[src/rtl/tx_sched_if.sv]
// Bundle of requester, payload-stream and generator-control signals around tx_packet_scheduler.
// master = scheduler side, slave = requesters / generator side.
interface tx_sched_if #(
    parameter int unsigned N_REQ  = 4,
    parameter int unsigned DESC_W = 256
);
    logic [N_REQ-1:0]        req;
    logic [N_REQ*DESC_W-1:0] req_desc;
    logic [N_REQ-1:0]        grant;
    logic [N_REQ*32-1:0]     s_axis_tdata;
    logic [N_REQ*4-1:0]      s_axis_tkeep;
    logic [N_REQ-1:0]        s_axis_tvalid;
    logic [N_REQ-1:0]        s_axis_tlast;
    logic [N_REQ-1:0]        s_axis_tready;
    logic [31:0]             m_axis_tdata;
    logic [3:0]              m_axis_tkeep;
    logic                    m_axis_tvalid;
    logic                    m_axis_tlast;
    logic                    m_axis_tready;
    logic [DESC_W-1:0]       gen_desc;
    logic                    gen_valid;
    logic                    gen_ready;
    logic                    gen_flush;
    logic [31:0]             pkt_count;

    modport master (
        input  req, req_desc, s_axis_tdata, s_axis_tkeep, s_axis_tvalid, s_axis_tlast,
               m_axis_tready, gen_ready,
        output grant, s_axis_tready, m_axis_tdata, m_axis_tkeep, m_axis_tvalid, m_axis_tlast,
               gen_desc, gen_valid, gen_flush, pkt_count
    );

    modport slave (
        output req, req_desc, s_axis_tdata, s_axis_tkeep, s_axis_tvalid, s_axis_tlast,
               m_axis_tready, gen_ready,
        input  grant, s_axis_tready, m_axis_tdata, m_axis_tkeep, m_axis_tvalid, m_axis_tlast,
               gen_desc, gen_valid, gen_flush, pkt_count
    );
endinterface

[src/rtl/tx_packet_scheduler.sv]
// Round-robin arbiter sharing one packet generator among N_REQ payload sources, one packet in flight.
// Optional payload stall timeout with generator flush: define TX_SCHED_TIMEOUT_EN.
module tx_packet_scheduler #(
    parameter int unsigned N_REQ          = 4,
    parameter int unsigned DESC_W         = 256,
    parameter int unsigned TIMEOUT_CYCLES = 1024
) (
    input  logic      axis_clk,
    input  logic      axis_resetn,
    tx_sched_if.master bus
);
    localparam int unsigned IDX_W = (N_REQ > 1) ? $clog2(N_REQ) : 1;
    localparam int unsigned SUM_W = IDX_W + 1;

    typedef enum logic [1:0] {IDLE, STREAM, LAUNCH, WAIT_DONE} state_e;

    state_e             state, state_nxt;
    logic [N_REQ-1:0]   grant_q;
    logic [IDX_W-1:0]   gidx_q, rr_ptr_q, pick_idx, rr_next;
    logic [SUM_W-1:0]   scan_sum;
    logic [DESC_W-1:0]  gen_desc_q, pick_desc;
    logic [31:0]        pkt_count_q;
    logic               gen_valid_q, seen_busy_q, pick_found;
    logic [31:0]        sel_tdata;
    logic [3:0]         sel_tkeep;
    logic               sel_tvalid, sel_tlast;
    logic               stream_c, beat_c, last_beat_c, timeout_c, done_c;

    // Rotating scan from rr_ptr; descending loop so the smallest offset wins.
    always_comb begin
        pick_found = 1'b0;
        pick_idx   = '0;
        scan_sum   = '0;
        pick_desc  = '0;
        for (int k = N_REQ - 1; k >= 0; k--) begin
            scan_sum = SUM_W'(rr_ptr_q) + SUM_W'(k);
            if (scan_sum >= SUM_W'(N_REQ)) scan_sum = scan_sum - SUM_W'(N_REQ);
            if (bus.req[scan_sum[IDX_W-1:0]]) begin
                pick_found = 1'b1;
                pick_idx   = scan_sum[IDX_W-1:0];
            end
        end
        for (int i = 0; i < N_REQ; i++)
            if (pick_idx == IDX_W'(i)) pick_desc = bus.req_desc[i*DESC_W +: DESC_W];
    end

    assign rr_next = (gidx_q == IDX_W'(N_REQ - 1)) ? '0 : gidx_q + IDX_W'(1);

    // State register
    always_ff @(posedge axis_clk) begin
        if (!axis_resetn) state <= IDLE;
        else              state <= state_nxt;
    end

    // Next-state logic
    always_comb begin
        state_nxt = state;
        case (state)
            IDLE:      if (pick_found) state_nxt = STREAM;
            STREAM: begin
                if (last_beat_c)    state_nxt = LAUNCH;
                else if (timeout_c) state_nxt = IDLE;
            end
            LAUNCH:    if (bus.gen_ready) state_nxt = WAIT_DONE;
            WAIT_DONE: if (done_c) state_nxt = IDLE;
            default:   state_nxt = IDLE;
        endcase
    end

    // Output logic: payload mux from the registered grant index
    always_comb begin
        sel_tdata  = '0;
        sel_tkeep  = '0;
        sel_tvalid = 1'b0;
        sel_tlast  = 1'b0;
        for (int i = 0; i < N_REQ; i++) begin
            if (gidx_q == IDX_W'(i)) begin
                sel_tdata  = bus.s_axis_tdata[i*32 +: 32];
                sel_tkeep  = bus.s_axis_tkeep[i*4 +: 4];
                sel_tvalid = bus.s_axis_tvalid[i];
                sel_tlast  = bus.s_axis_tlast[i];
            end
        end
    end

    assign stream_c          = (state == STREAM);
    assign bus.m_axis_tdata  = sel_tdata;
    assign bus.m_axis_tkeep  = sel_tkeep;
    assign bus.m_axis_tvalid = stream_c & sel_tvalid;
    assign bus.m_axis_tlast  = stream_c & sel_tlast;
    assign beat_c            = bus.m_axis_tvalid & bus.m_axis_tready;
    assign last_beat_c       = beat_c & sel_tlast;
    assign done_c            = (state == WAIT_DONE) & seen_busy_q & bus.gen_ready;
    // Timeout forces the owner's ready high for one cycle so a late beat is drained, not stranded.
    assign bus.s_axis_tready = (stream_c & (bus.m_axis_tready | timeout_c)) ? grant_q : '0;

    always_ff @(posedge axis_clk) begin
        if (!axis_resetn) begin
            grant_q     <= '0;
            gidx_q      <= '0;
            rr_ptr_q    <= '0;
            gen_desc_q  <= '0;
            gen_valid_q <= 1'b0;
            seen_busy_q <= 1'b0;
            pkt_count_q <= '0;
        end else begin
            case (state)
                IDLE: if (pick_found) begin
                    grant_q    <= N_REQ'(1) << pick_idx;
                    gidx_q     <= pick_idx;
                    gen_desc_q <= pick_desc;
                end
                STREAM: begin
                    if (last_beat_c) begin
                        gen_valid_q <= 1'b1;
                    end else if (timeout_c) begin
                        grant_q  <= '0;
                        rr_ptr_q <= rr_next;
                    end
                end
                LAUNCH: if (bus.gen_ready) gen_valid_q <= 1'b0;
                WAIT_DONE: begin
                    if (!bus.gen_ready) begin
                        seen_busy_q <= 1'b1;
                    end else if (seen_busy_q) begin
                        seen_busy_q <= 1'b0;
                        pkt_count_q <= pkt_count_q + 32'd1;
                        rr_ptr_q    <= rr_next;
                        grant_q     <= '0;
                    end
                end
                default: ;
            endcase
        end
    end

`ifdef TX_SCHED_TIMEOUT_EN
    logic [15:0] stall_cnt_q;
    logic        gen_flush_q;

    assign timeout_c = stream_c & ~beat_c & (stall_cnt_q == 16'(TIMEOUT_CYCLES - 1));

    // IDLE always precedes STREAM, so clearing there covers entry to STREAM.
    always_ff @(posedge axis_clk) begin
        if (!axis_resetn) begin
            stall_cnt_q <= '0;
            gen_flush_q <= 1'b0;
        end else begin
            gen_flush_q <= timeout_c;
            if (!stream_c || beat_c) stall_cnt_q <= '0;
            else                     stall_cnt_q <= stall_cnt_q + 16'd1;
        end
    end

    assign bus.gen_flush = gen_flush_q;
`else
    assign timeout_c     = 1'b0;
    assign bus.gen_flush = 1'b0;
`endif

    assign bus.grant     = grant_q;
    assign bus.gen_desc  = gen_desc_q;
    assign bus.gen_valid = gen_valid_q;
    assign bus.pkt_count = pkt_count_q;

endmodule

[src/flat_wrapper.sv]
// flat-port wrapper written by rule: the top's interface ports become plain ports
module tx_packet_scheduler_flat 
#(
    parameter int unsigned N_REQ          = 4,
    parameter int unsigned DESC_W         = 256,
    parameter int unsigned TIMEOUT_CYCLES = 1024
)
  (axis_clk, axis_resetn, bus_req, bus_req_desc, bus_s_axis_tdata, bus_s_axis_tkeep, bus_s_axis_tvalid, bus_s_axis_tlast, bus_m_axis_tready, bus_gen_ready, bus_grant, bus_s_axis_tready, bus_m_axis_tdata, bus_m_axis_tkeep, bus_m_axis_tvalid, bus_m_axis_tlast, bus_gen_desc, bus_gen_valid, bus_gen_flush, bus_pkt_count);
  tx_sched_if #(.N_REQ(N_REQ), .DESC_W(DESC_W)) bus_i ();
  input  logic axis_clk;
  input  logic axis_resetn;
  input wire logic [$bits(bus_i.req)-1:0] bus_req;
  input wire logic [$bits(bus_i.req_desc)-1:0] bus_req_desc;
  input wire logic [$bits(bus_i.s_axis_tdata)-1:0] bus_s_axis_tdata;
  input wire logic [$bits(bus_i.s_axis_tkeep)-1:0] bus_s_axis_tkeep;
  input wire logic [$bits(bus_i.s_axis_tvalid)-1:0] bus_s_axis_tvalid;
  input wire logic [$bits(bus_i.s_axis_tlast)-1:0] bus_s_axis_tlast;
  input wire logic [$bits(bus_i.m_axis_tready)-1:0] bus_m_axis_tready;
  input wire logic [$bits(bus_i.gen_ready)-1:0] bus_gen_ready;
  output wire logic [$bits(bus_i.grant)-1:0] bus_grant;
  output wire logic [$bits(bus_i.s_axis_tready)-1:0] bus_s_axis_tready;
  output wire logic [$bits(bus_i.m_axis_tdata)-1:0] bus_m_axis_tdata;
  output wire logic [$bits(bus_i.m_axis_tkeep)-1:0] bus_m_axis_tkeep;
  output wire logic [$bits(bus_i.m_axis_tvalid)-1:0] bus_m_axis_tvalid;
  output wire logic [$bits(bus_i.m_axis_tlast)-1:0] bus_m_axis_tlast;
  output wire logic [$bits(bus_i.gen_desc)-1:0] bus_gen_desc;
  output wire logic [$bits(bus_i.gen_valid)-1:0] bus_gen_valid;
  output wire logic [$bits(bus_i.gen_flush)-1:0] bus_gen_flush;
  output wire logic [$bits(bus_i.pkt_count)-1:0] bus_pkt_count;
  assign bus_i.req = bus_req;
  assign bus_i.req_desc = bus_req_desc;
  assign bus_i.s_axis_tdata = bus_s_axis_tdata;
  assign bus_i.s_axis_tkeep = bus_s_axis_tkeep;
  assign bus_i.s_axis_tvalid = bus_s_axis_tvalid;
  assign bus_i.s_axis_tlast = bus_s_axis_tlast;
  assign bus_i.m_axis_tready = bus_m_axis_tready;
  assign bus_i.gen_ready = bus_gen_ready;
  assign bus_grant = bus_i.grant;
  assign bus_s_axis_tready = bus_i.s_axis_tready;
  assign bus_m_axis_tdata = bus_i.m_axis_tdata;
  assign bus_m_axis_tkeep = bus_i.m_axis_tkeep;
  assign bus_m_axis_tvalid = bus_i.m_axis_tvalid;
  assign bus_m_axis_tlast = bus_i.m_axis_tlast;
  assign bus_gen_desc = bus_i.gen_desc;
  assign bus_gen_valid = bus_i.gen_valid;
  assign bus_gen_flush = bus_i.gen_flush;
  assign bus_pkt_count = bus_i.pkt_count;
  tx_packet_scheduler #(.N_REQ(N_REQ), .DESC_W(DESC_W), .TIMEOUT_CYCLES(TIMEOUT_CYCLES)) u_core (.axis_clk(axis_clk), .axis_resetn(axis_resetn), .bus(bus_i));
endmodule
[config.mk]
export PLATFORM = sky130hd
export DESIGN_NAME = tx_packet_scheduler_flat
export DESIGN_NICKNAME = d
export VERILOG_FILES = /design/src/rtl/tx_sched_if.sv /design/src/rtl/tx_packet_scheduler.sv /design/src/flat_wrapper.sv
export SDC_FILE = /design/constraint.sdc
export NUM_CORES = 1
export LEC_CHECK = 0
export BUFFER_PORTS_ARGS = -buffer_cell sky130_fd_sc_hd__buf_2
export CAP_MARGIN = 20
export CORE_AREA = 2 2 593 595
export DETAILED_ROUTE_END_ITERATION = 6
export DIE_AREA = 0 0 595 597
export GPL_TIMING_DRIVEN = 0
export HOLD_SLACK_MARGIN = 0.12
export PLACE_DENSITY = 0.3
export SYNTH_ARGS = -nofsm -noshare
export SYNTH_HDL_FRONTEND = slang
export SYNTH_SLANG_ARGS = --single-unit
[constraint.sdc]
create_clock -name axis_clk -period 4.75 [get_ports axis_clk]
set_input_delay 1.425 -clock axis_clk [delete_from_list [all_inputs] [get_ports axis_clk]]
set_output_delay 1.425 -clock axis_clk [all_outputs]
set_load 0.05 [all_outputs]
Word-level counts from Yosys, hierarchy flattened
Index checks and enable logic that the tools add are counted.
{"block": "word_totals", "register_bits": 300, "latchBits": 0, "ramBits": 0, "rom_bits": 0, "in_bits": 1184, "output_inout_bits": 336, "word_cells": 113, "memories": 0}
{"block": "classes", "addsub": 9, "n_mul": 0, "div_mod_pow": 0, "magnitude_cmp": 8, "n_eq_ne": 15, "shift": 1, "muxes": 55, "n_bitwise": 7, "n_reduce_logical": 10}
{"operator": "256-bit two-way mux", "n": 4}
{"operator": "32-bit two-way mux", "n": 4}
{"operator": "32-bit by 1-bit adder with 32-bit output, second input constant", "n": 1}
{"operator": "4-bit two-way mux", "n": 8}
{"operator": "2-bit two-way mux", "n": 13}
{"operator": "1-bit two-way mux", "n": 19}
{"operator": "2-bit == test, second input constant", "n": 6}
{"operator": "2-bit by 3-bit less-than comparator with 1-bit output, second input constant", "n": 4}
{"operator": "3-bit greater-or-equal comparator, second input constant", "n": 3}
{"operator": "1-bit binary-select mux with 2-bit select", "n": 4}
{"operator": "2-bit one-hot mux with 4 select lines", "n": 1}
{"operator": "4-bit one-hot mux with 2 select lines", "n": 1}
{"operator": "4-bit AND reduction", "n": 2}
{"operator": "2-bit by 1-bit subtractor with 2-bit output, second input constant", "n": 4}
{"operator": "1-bit bitwise AND", "n": 7}
{"operator": "2-bit by 2-bit adder with 3-bit output, second input constant", "n": 2}
{"operator": "2-bit by 1-bit == test with 1-bit output, second input constant", "n": 3}
{"operator": "2-bit zero test", "n": 3}
{"operator": "2-bit by 1-bit != test with 1-bit output, second input constant", "n": 3}
{"operator": "2-bit != test, second input constant", "n": 3}
{"operator": "3-bit AND reduction", "n": 2}
{"operator": "2-bit nonzero test", "n": 2}
{"operator": "1-bit by 2-bit << shifter with 4-bit output, first input constant", "n": 1}
{"operator": "2-bit by 1-bit adder with 3-bit output, second input constant", "n": 1}
{"operator": "4 further kinds", "n": 4}

Longest topological paths before layout
Gate-level depths: netlist of run 1.
{"block": "depth", "word_depth": 14, "mapped_depth": 9}

Worst setup path after synthesis of run 1
OpenSTA, ideal clock, no wires.
{"block": "synth_path", "kind": "input port to output port", "from": "in bus_s_axis_tkeep[2]", "to": "out bus_m_axis_tkeep[2]", "arrival_ns": 2.761, "required_ns": 3.325, "slack_ns": 0.564, "path_stages": 4, "path_cell_list": "nand3b_1 > a21oi_1 > a21oi_1 > o21ai_0"}
{"block": "synth_between", "elab_chain_len": 4}
{"item": "from (decl)", "line": "flat_wrapper.sv:15", "text": "input wire logic [$bits(bus_i.s_axis_tkeep)-1:0] bus_s_axis_tkeep;"}
{"item": "4-bit two-way mux (4 in a row)", "line": "tx_packet_scheduler.sv:77", "text": "if (gidx_q == IDX_W'(i)) begin"}
{"item": "to (decl)", "line": "flat_wrapper.sv:23", "text": "output wire logic [$bits(bus_i.m_axis_tkeep)-1:0] bus_m_axis_tkeep;"}
No other way between the ends.

Final worst setup path of run 1
{"block": "layout_path", "from": "reg u_core.gidx_q[0]", "to": "out bus_m_axis_tdata[20]"}
{"block": "layout_between", "elab_chain_len": 5, "word_cells_on_any_way": 8, "classes_between": "eq/ne: 3; mux: 4; reduce/logical: 1"}
{"item": "from (decl)", "line": "tx_packet_scheduler.sv:19", "text": "logic [IDX_W-1:0] gidx_q, rr_ptr_q, pick_idx, rr_next;"}
{"item": "from (signal assigned)", "line": "tx_packet_scheduler.sv:110", "text": "gidx_q <= pick_idx;"}
{"item": "2-bit zero test", "line": "tx_packet_scheduler.sv:77"}
{"item": "32-bit two-way mux (3 in a row)", "line": "tx_packet_scheduler.sv:77"}
{"item": "32-bit two-way mux *", "line": "tx_packet_scheduler.sv:77"}
{"item": "to (decl)", "line": "flat_wrapper.sv:22", "text": "output wire logic [$bits(bus_i.m_axis_tdata)-1:0] bus_m_axis_tdata;"}
Every way passes the cells marked *; elsewhere a longest branch is shown, timed or not.

==> out/results.tsv, run 1 <==
metric	value	unit
place_ws	-0.900	ns
crit_path_start_kind	flip-flop	
dr.pass1.iters	7	
status	completed	
p_sw	7.67	mW
worstReg2RegEnd	u_core.bus.gen_desc[31]$_SDFFE_PN0P_	
worst-path-max-fanout	10	
antenna_found_initial	452	
drive_above_1_share	49.2	%
port_buffers	1518	
cts-root-buf	clkbuf_16	
r2r-start	u_core.rr_ptr_q[0]$_SDFFE_PN0P_	
dominantRegCellSynth	dfxtp_1	
wirelength	292000	µm
io_pins	1520	
slowest_delay	0.56	ns
syn-num-nets	3097	
worstPathCellList	inv_1 > ha_1 > clkbuf_2 > clkbuf_1 > a21oi_1 > o21ai_1 > buf_2	
cp.arrival	3.20	ns
initial_core_util	4.99	%
grt_pass1_vias	24600	
post_cts_buffers	0	
power_frac_seq	24.0	%
hold_viol_final	0	
core	349000	µm²
num_rows	217	
dpl_cell_area	30900	µm²
finalMaxSlewViolations	0	
drt.antenna.violating_nets	0	
grt_start_max_net_pins	13	
synth-warning-count	0	
endpoint_kind	output pin	
p_comb_share	49.8	%
tritoncts	yes	
wl_per_cell	35.2	µm
crit_buf_inv	4	
yosysUniqueCellTypes	44	
endpoint	bus_m_axis_tdata[20]	
vias_per_cell	3.11	
finalClockSkew	0.0475	ns
avgSynthCellArea	9.13	µm²
cp_num_cells	7	
ctsHtreeMaxLevel	2	
r2r_slack	0.82	ns
ctsHoldBuffers	0	
dieHeight	597	µm
fin_hold_ws	0.456	ns
syn_to_final_growth	90.0	%
internal_power	7.04	mW
worstSetupStartpoint	u_core.gidx_q[0]$_SDFFE_PN0P_	
period_share	97.4	%
seq_area_frac_synth	34.5	%
grt_pass1_wl	344000	µm
synth-edff-count	0	
die_w	595	µm
total_power	14.7	mW
grt-ovfl-total	0	
rsz0062_at_grt	false	
hpwl	265000	µm
insertion_delay	0.71	ns
reg2reg_depth	8	
finalWorstSetupSlack	0.121	ns
postLayoutCellArea	33000	µm²
syn_area	17400	µm²
maxCapViolations	0	
vias	25800	
relSlewSlack	25.5	%
critical-path-slowest-cell	clkbuf_1	
syn_inst	1904	
first_iter_violations	1852	
nFillCells	41000	
min_path_type	reg2reg	
p_leak	13.5	nW
dieArea	355000	µm²
multi_input_area	10700	µm²
path_class	reg2out	
tightest_slew	1.09	ns
final-setup-viol-count	0	
worstPathRequired	3.32	ns
swShare	52.1	%
fmax	0.216	GHz
power_density	445	nW/µm²
critical-path-top-delay-family	buffers and inverters	
cts_made_buffers	48	
gp_congestion	0.963	
clock-sinks	300	
drc	0	
period_minus_slack	4.63	ns
seqCellArea	6010	µm²
clockBufferDepth	3	
grt_usage	15.7	%
ys_ff_latch	300	
clkPwrFrac	26.1	%
ir_drop	309	µV
async_reset_ff_share	0	%
fin_nets	4673	
clkTransAtPathRegs	0.05	ns
[metal layers]
metal | track usage [%] | wire (µm)
met1 | 16.7 | 104000
met4 | 5.72 | 13200
met5 | 0.568 | 1300
met3 | 8.33 | 37900
met2 | 26.3 | 135000
[cell usage after synthesis, types with 7 or more instances]
cell type    n  area share, %
a21oi_1     53            1.5
a22oi_1     35            1.5
and3_1       8           0.29
buf_1       10           0.22
buf_2       66            1.9
clkbuf_1    98            2.1
dfxtp_1    300             35
ha_1         9           0.65
inv_1       11           0.24
mux2i_1    517             30
nand2_1    313            6.8
nand3_1     12           0.35
nand4_1     10           0.36
nor2_1      70            1.5
nor2b_1      7           0.25
nor4_1       8           0.29
o21ai_0     42            1.2
o221ai_1   257             13
or3_1        7           0.25
xnor2_1     12           0.60
xor2_1      13           0.65
[metrics by stage]
stage          instances  TNS (ns)  utilization [%]
2_1_floorplan       1904         0                -
3_3_place_gp        8021   -172.18             8.82
3_5_place_dp        8029    -37.89             8.85
4_1_cts             8118   -0.0685             9.34
5_1_grt             8206         0             9.41
6_report            8291         0             9.48
[power by group through the flow]
stage	combinational [mW]	sequential (mW)	clock [mW]
CTS	7.46	3.53	4.02
floorplan	2.06	5.58	0
detailed placement	7.41	3.57	0
global placement	7.39	3.56	0
finish	7.33	3.53	3.84
global route	7.64	3.60	4.07
[layout make-up]
cell class / instances / area share (%)
Antenna cell: 173 / 1.31
Sequential cell: 300 / 18.2
Clock buffer: 69 / 4.34
Timing Repair Buffer: 1526 / 23.3
Tap cell: 4599 / 17.4
Inverter: 11 / 0.125
Multi-Input combinational cell: 1418 / 32.3
Buffer: 175 / 2.45
Clock inverter: 20 / 0.553
[cells by family (layout without fill, tap and decap cells)]
kind of cell | Yosys count | after routing | share of synthesized area [%]
multiplexers | 517 | 517 | 29.8
AND/OR/NAND/NOR | 464 | 464 | 11.4
AO/OA/AOI/OAI | 402 | 402 | 17.9
flip-flops | 300 | 300 | 34.5
buffers and inverters | 186 | 1801 | 4.51
XOR/XNOR | 25 | 25 | 1.26
adder cells (fa/ha/maj) | 9 | 9 | 0.648
other | 1 | 174 | 0.0216
[sequential cells by signal, indices dropped and copies added (netlist names)]
signal and flops:
u_core.bus.pkt_count 32, u_core.seen_busy_q 1, u_core.bus.gen_valid 1, u_core.state 2, u_core.bus.grant 4, u_core.gidx_q 2, u_core.rr_ptr_q 2, u_core.bus.gen_desc 256
[worst reg2reg max path, cell delays in order, from the launching register on]
cell and delay, ns:
dfxtp_1 0.36, nand2b_1 0.13, nor2b_1 0.18, o32a_1 0.21, buf_2 0.45, clkbuf_2 0.65, buf_2 0.78, mux2i_1 0.80
o221ai_1 0.23
[how the worst min path moves through the flow]
stage                                            end                                   from  depth (start not counted)  slack, ns
2_1_floorplan           u_core.state[1]$_SDFFE_PN0P_           u_core.state[1]$_SDFFE_PN0P_                          2       0.47
3_3_place_gp   u_core.bus.gen_desc[249]$_SDFFE_PN0P_  u_core.bus.gen_desc[249]$_SDFFE_PN0P_                          2       0.44
3_5_place_dp    u_core.bus.gen_desc[38]$_SDFFE_PN0P_   u_core.bus.gen_desc[38]$_SDFFE_PN0P_                          2       0.44
4_1_cts         u_core.bus.gen_desc[38]$_SDFFE_PN0P_   u_core.bus.gen_desc[38]$_SDFFE_PN0P_                          2       0.46
5_1_grt        u_core.bus.gen_desc[157]$_SDFFE_PN0P_  u_core.bus.gen_desc[157]$_SDFFE_PN0P_                          2       0.48
6_report       u_core.bus.gen_desc[175]$_SDFFE_PN0P_  u_core.bus.gen_desc[175]$_SDFFE_PN0P_                          2       0.46
[repair_timing]
| action | CTS | global route |
|---|---|---|
| hold endpoints to repair | 0 | 0 |
| resized for setup | 47 | 7 |
| pin swaps | 0 | 0 |
| endpoints found under the setup margin | 42 | 6 |
[cells in the final DEF (no fill, tap or decap), types with 4 or more instances in the layout]
cell type,netlist,layout
a21oi_1,53,40
nand3_1,12,12
a22oi_1,35,34
o221ai_1,257,257
a211oi_1,5,4
buf_4,1,9
buf_1,10,6
clkbuf_2,0,27
inv_1,11,11
nor2b_1,7,7
and3_1,8,8
o21ai_0,42,37
nor3_1,4,4
xor2_1,13,13
clkbuf_4,0,4
a21oi_2,0,11
clkbuf_1,98,74
buf_2,66,1585
dfxtp_1,300,300
clkinv_2,0,10
or3_1,7,7
xnor2_1,12,12
diode_2,0,173
nor2_1,70,70
and2_1,5,5
mux2i_1,517,517
nor4_1,8,8
ha_1,9,9
nand2_1,313,313
clkbuf_16,0,50
clkbuf_8,0,12
clkinvlp_4,0,4
nand4_1,10,10
Power figures use the tool's default switching activity.
==> inputs of run 2 (changes only) <==
Clock period 4.75 ns to 5.79 ns, I/O delays scaled along.
==> run 2 against run 1 <==
  * Sequential power is 18% lower
  * Sequential share of layout area is 0.057 points higher
  * Global-route usage hardly changed
  * Clock-buffer cell count stayed put
  * Hold slack hardly changed
  * Utilization hardly changed
  * Via count is 0.77% lower
  * Wire length hardly changed
  * Critical endpoint is now bus_m_axis_tdata[12]
  * Largest cell class unchanged
==> out/results.tsv, run 2 (synthesis gave the netlist of run 1 again) <==
metric	value	unit
tightest_slew	1.09	ns
gp_congestion	0.963	
grt_pass1_wl	344000	µm
dp.cells	8029	
final_cells	8300	
hpwl	265000	µm
dieHeight	597	µm
worstReg2RegEnd	u_core.bus.gen_desc[186]$_SDFFE_PN0P_	
hold_path.startpoint	u_core.bus.gen_desc[38]$_SDFFE_PN0P_	
r2r_slack	1.60	ns
ctsHoldBuffers	0	
status	completed	
rsz0062_at_grt	false	
finalClockSkew	0.0465	ns
core	349000	µm²
ctsHtreeMaxLevel	2	
setup_tns	0	ns
final_cell_mix	buf_2, mux2i_1, nand2_1, dfxtp_1, o221ai_1	
io_pins	1520	
hold_depth	2	
largest_reg_flops	256	
syn_to_final_growth	89.4	%
grt_start_max_net_pins	13	
r2r-start	u_core.rr_ptr_q[0]$_SDFFE_PN0P_	
port_buffers	1518	
drc	0	
relSlewSlack	25.1	%
wirelength	292000	µm
maxCapViolations	0	
fin_hold_ws	0.456	ns
endpoint_kind	output pin	
hold_viol_final	0	
clkTransAtPathRegs	0.07	ns
path_class	reg2out	
die_w	595	µm
min_path_type	reg2reg	
insertion_delay	0.71	ns
reg2reg_depth	8	
worst-path-max-fanout	10	
cts_resized	6	
vias_per_cell	3.08	
final_common_cell	buf_2	
tritoncts	yes	
finalMaxSlewViolations	0	
grt_pass1_vias	24600	
num_rows	217	
ir_drop	253	µV
fmax	0.176	GHz
grt-ovfl-total	0	
p_leak	13.5	nW
cts_made_buffers	48	
power_density	365	nW/µm²
dpl_cell_area	30900	µm²
dieArea	355000	µm²
clock-sinks	300	
cts-root-buf	clkbuf_16	
initial_core_util	4.99	%
first_iter_violations	1959	
holdPathEnd	u_core.bus.gen_desc[38]$_SDFFE_PN0P_	
drive_above_1_share	48.4	%
dr.pass1.iters	5	
worstPathRequired	4.05	ns
cp.arrival	3.93	ns
antenna_found_initial	453	
postLayoutCellArea	32900	µm²
clockBufferDepth	3	
fin_nets	4673	
vias	25600	
grt_usage	15.7	%
post_cts_buffers	0	
wl_per_cell	35.1	µm
final-setup-viol-count	0	
period_minus_slack	5.67	ns
period_share	97.9	%
drt.antenna.violating_nets	0	
crit_path_start_kind	flip-flop	
[run 2: cell count changes in the layout (fill, tap and decap cells not counted), moves of 3 or more]
cell,delta
buf_1,+3
clkbuf_1,+10
a21oi_2,-11
o21ai_1,-3
buf_4,-4
clkbuf_2,-5
a21oi_1,+13
diode_2,+9
o21ai_0,+5
clkbuf_4,-4
[run 2: worst max-delay path by stage]
stage	endpoint	slack (ns)	from
after global routing	bus_m_axis_tkeep[0]	0.07	u_core.gidx_q[0]$_SDFFE_PN0P_
after global placement	u_core.bus.gen_desc[34]$_SDFFE_PN0P_	-0.86	bus_req[1]
after CTS	bus_m_axis_tdata[12]	0.03	u_core.gidx_q[0]$_SDFFE_PN0P_
after detailed placement	u_core.bus.gen_desc[186]$_SDFFE_PN0P_	-0.17	bus_req[1]
final	bus_m_axis_tdata[12]	0.12	u_core.gidx_q[0]$_SDFFE_PN0P_
after floorplan	bus_m_axis_tkeep[2]	0.98	bus_s_axis_tkeep[2]
[run 2: metal layers]
layer	share of wire, %	wire length, µm	vias to the layer above	GRT usage (%)
met3	13	37600	762	8.35
li1	-	-	10600	-
met5	0.44	1290	-	0.568
met1	36	105000	11900	16.7
met2	46	134000	2106	26.2
met4	4.8	13900	188	5.90
[run 2: area by class of cell]
cell class	instances	area, µm²
Multi-Input combinational cell	1418	10600
Buffer	175	772
Timing Repair Buffer	1526	7690
Clock buffer	69	1430
Inverter	11	41.3
Fill cell	41000	316000
Sequential cell	300	6010
Tap cell	4599	5750
Antenna cell	182	455
Clock inverter	20	183
[run 2: report_power, final]
part | leakage (nW) | internal, mW | switching [mW]
sequential | 2.47 | 2.59 | 0.314
clock | 0.793 | 1.80 | 1.35
combinational | 10.2 | 1.37 | 4.61
[run 2: worst max-delay path, cell delays in order (launching register included)]
cell,delay [ns]
dfxtp_1,0.35
inv_1,0.09
ha_1,0.29
nor2b_1,0.16
clkbuf_2,0.37
clkbuf_1,0.60
a22oi_1,0.27
nor2_1,0.17
a21oi_1,0.06
o21ai_0,0.50
buf_2,0.37
[run 2: stage by stage]
stage          util (%)  setup WS, ns  total power [mW]
2_1_floorplan         -         0.980              6.26
3_3_place_gp       8.82        -0.863              8.98
3_5_place_dp       8.85        -0.172              9.01
4_1_cts            9.32        0.0310              12.3
5_1_grt            9.38        0.0722              12.5
6_report           9.45         0.122              12.0
==> inputs of run 3 (changes only) <==
Settings changed: CORE_AREA 2 2 593 595 to 2 2 595 597, DIE_AREA 0 0 595 597 to 0 0 597 599, GPL_ROUTABILITY_DRIVEN from default to 0.
Clock period 5.79 ns to 5 ns, I/O delays scaled along.
==> run 3 against run 2 <==
  * Power up 19%
  * Hold slack better by 0.0024 ns
  * First-iteration DRC count down 0.10%
  * Clock-buffer cell count down 2
  * Via count up 1.6%
  * Cell count up 0.37%
  * Wire length up 2.5%
  * Die area up 0.67%
  * Register-to-register slack worse by 0.48 ns
==> out/results.tsv, run 3 (synthesis gave the netlist of run 1 again) <==
metric	value	unit
post_cts_buffers	0	
endpoint	bus_m_axis_tdata[26]	
tritoncts	yes	
finalClockSkew	0.0481	ns
maxCapViolations	0	
dieHeight	599	µm
grt_pass1_vias	24900	
fmax	0.202	GHz
worstPathRequired	3.50	ns
power_density	429	nW/µm²
final_common_cell	buf_2	
min_path_type	reg2reg	
die_w	597	µm
dr.pass1.iters	5	
fin_nets	4684	
finalMaxSlewViolations	0	
drc	0	
grt_usage	16.0	%
hold_viol_final	0	
cts-root-buf	clkbuf_16	
core	351000	µm²
place_ws	-0.909	ns
r2r-start	u_core.rr_ptr_q[0]$_SDFFE_PN0P_	
ctsHoldBuffers	0	
insertion_delay	0.74	ns
wirelength	299000	µm
clkTransAtPathRegs	0.06	ns
antenna_found_initial	484	
dieArea	358000	µm²
endpoint_kind	output pin	
path_class	reg2out	
ir_drop	252	µV
initial_core_util	4.95	%
vias	26000	
worstSetupStartpoint	u_core.gidx_q[0]$_SDFFE_PN0P_	
clock-sinks	300	
grt_start_max_net_pins	13	
period_minus_slack	4.94	ns
clockBufferDepth	3	
port_buffers	1518	
final_util	9.51	%
grt_pass1_wl	350000	µm
crit_path_start_kind	flip-flop	
tightest_slew	1.12	ns
rsz0062_at_grt	false	
syn_to_final_growth	92.1	%
total_power	14.3	mW
final_cell_mix	buf_2, mux2i_1, nand2_1, dfxtp_1, o221ai_1	
drive_above_1_share	49.3	%
setup_tns	0	ns
worstReg2RegEnd	u_core.bus.gen_desc[79]$_SDFFE_PN0P_	
io_pins	1520	
status	completed	
finalWorstSetupSlack	0.0612	ns
final-setup-viol-count	0	
worst-path-max-fanout	10	
p_leak	13.6	nW
hpwl	273000	µm
period_share	98.8	%
cp.arrival	3.44	ns
relSlewSlack	25.1	%
drt.antenna.violating_nets	0	
ctsHtreeMaxLevel	2	
largest_reg_flops	256	
num_rows	218	
nFillCells	41300	
r2r_slack	1.12	ns
vias_per_cell	3.12	
first_iter_violations	1957	
cts_made_buffers	49	
reg2reg_depth	8	
grt-ovfl-total	0	
wl_per_cell	35.9	µm
==> run 3: cell count changes in the layout (fill, tap and decap cells not counted), moves of 3 or more <==
cell       change
a21oi_1       -26
a21oi_2       +10
buf_2          -4
buf_8          +3
clkbuf_2       +4
o21ai_0        -4
buf_4          +5
clkbuf_8       -7
o21ai_1        +3
a21oi_4       +16
bufinv_16      +4
==> run 3: repair_timing <==
item,4_1_cts,5_1_grt
setup endpoints to repair,37,15
gates resized for setup,63,7
gates cloned,0,0
==> run 3: worst min-delay path by stage <==
stage,start,endpoint,cells past startpoint,slack [ns]
2_1_floorplan,u_core.state[1]$_SDFFE_PN0P_,u_core.state[1]$_SDFFE_PN0P_,2,0.47
3_3_place_gp,u_core.bus.gen_desc[153]$_SDFFE_PN0P_,u_core.bus.gen_desc[153]$_SDFFE_PN0P_,2,0.44
3_5_place_dp,u_core.bus.gen_desc[66]$_SDFFE_PN0P_,u_core.bus.gen_desc[66]$_SDFFE_PN0P_,2,0.44
4_1_cts,u_core.bus.gen_desc[193]$_SDFFE_PN0P_,u_core.bus.gen_desc[193]$_SDFFE_PN0P_,2,0.46
5_1_grt,u_core.bus.gen_desc[193]$_SDFFE_PN0P_,u_core.bus.gen_desc[193]$_SDFFE_PN0P_,2,0.47
6_report,u_core.bus.gen_desc[193]$_SDFFE_PN0P_,u_core.bus.gen_desc[193]$_SDFFE_PN0P_,2,0.46
==> run 3: area by class of cell <==
class	instances	area (µm²)	area share, %
multi-input cells	1418	10800	32.4
repair buffers	1536	7860	23.5
flip-flops and latches	300	6010	18.0
well taps	4620	5780	17.3
clock buffers	67	1380	4.12
plain buffers	175	779	2.33
diodes	182	455	1.36
clock inverters	22	284	0.850
inverters	11	41.3	0.124
==> run 3: layer usage <==
layer / track usage (%) / vias to the layer above / share of wire, % / wire, µm
met5: 0 / - / 0.58 / 1730
met4: 6.56 / 254 / 5.1 / 15100
met3: 8.99 / 851 / 14 / 41400
met2: 26.2 / 2244 / 45 / 135000
met1: 16.9 / 12000 / 35 / 105000
li1: - / 10600 / - / -
==> run 3: power breakdown <==
part	switching (mW)	internal (mW)	total, mW
Clock	1.64	2.22	3.87
Sequential	0.375	2.99	3.37
Combinational	5.41	1.68	7.09
Total	7.43	6.90	14.3
==> run 3: worst max-delay path: stages (launching register included) <==
cell and delay, ns:
dfxtp_1 0.49, ha_1 0.34, clkbuf_2 0.43, buf_2 0.32, a22oi_1 0.12, nor2_1 0.19
a21oi_4 0.10, o21ai_0 0.39, buf_2 0.35
==> run 3: per-stage QoR <==
| stage | hold slack, ns | std cells | instance area [µm²] |
|---|---|---|---|
| final | 0.459 | 8331 | 33400 |
| after global routing | 0.470 | 8261 | 33200 |
| after floorplan | 0.468 | 1904 | 17400 |
| after global placement | 0.441 | 8042 | 30800 |
| after CTS | 0.460 | 8148 | 32900 |
| after detailed placement | 0.442 | 8059 | 31000 |
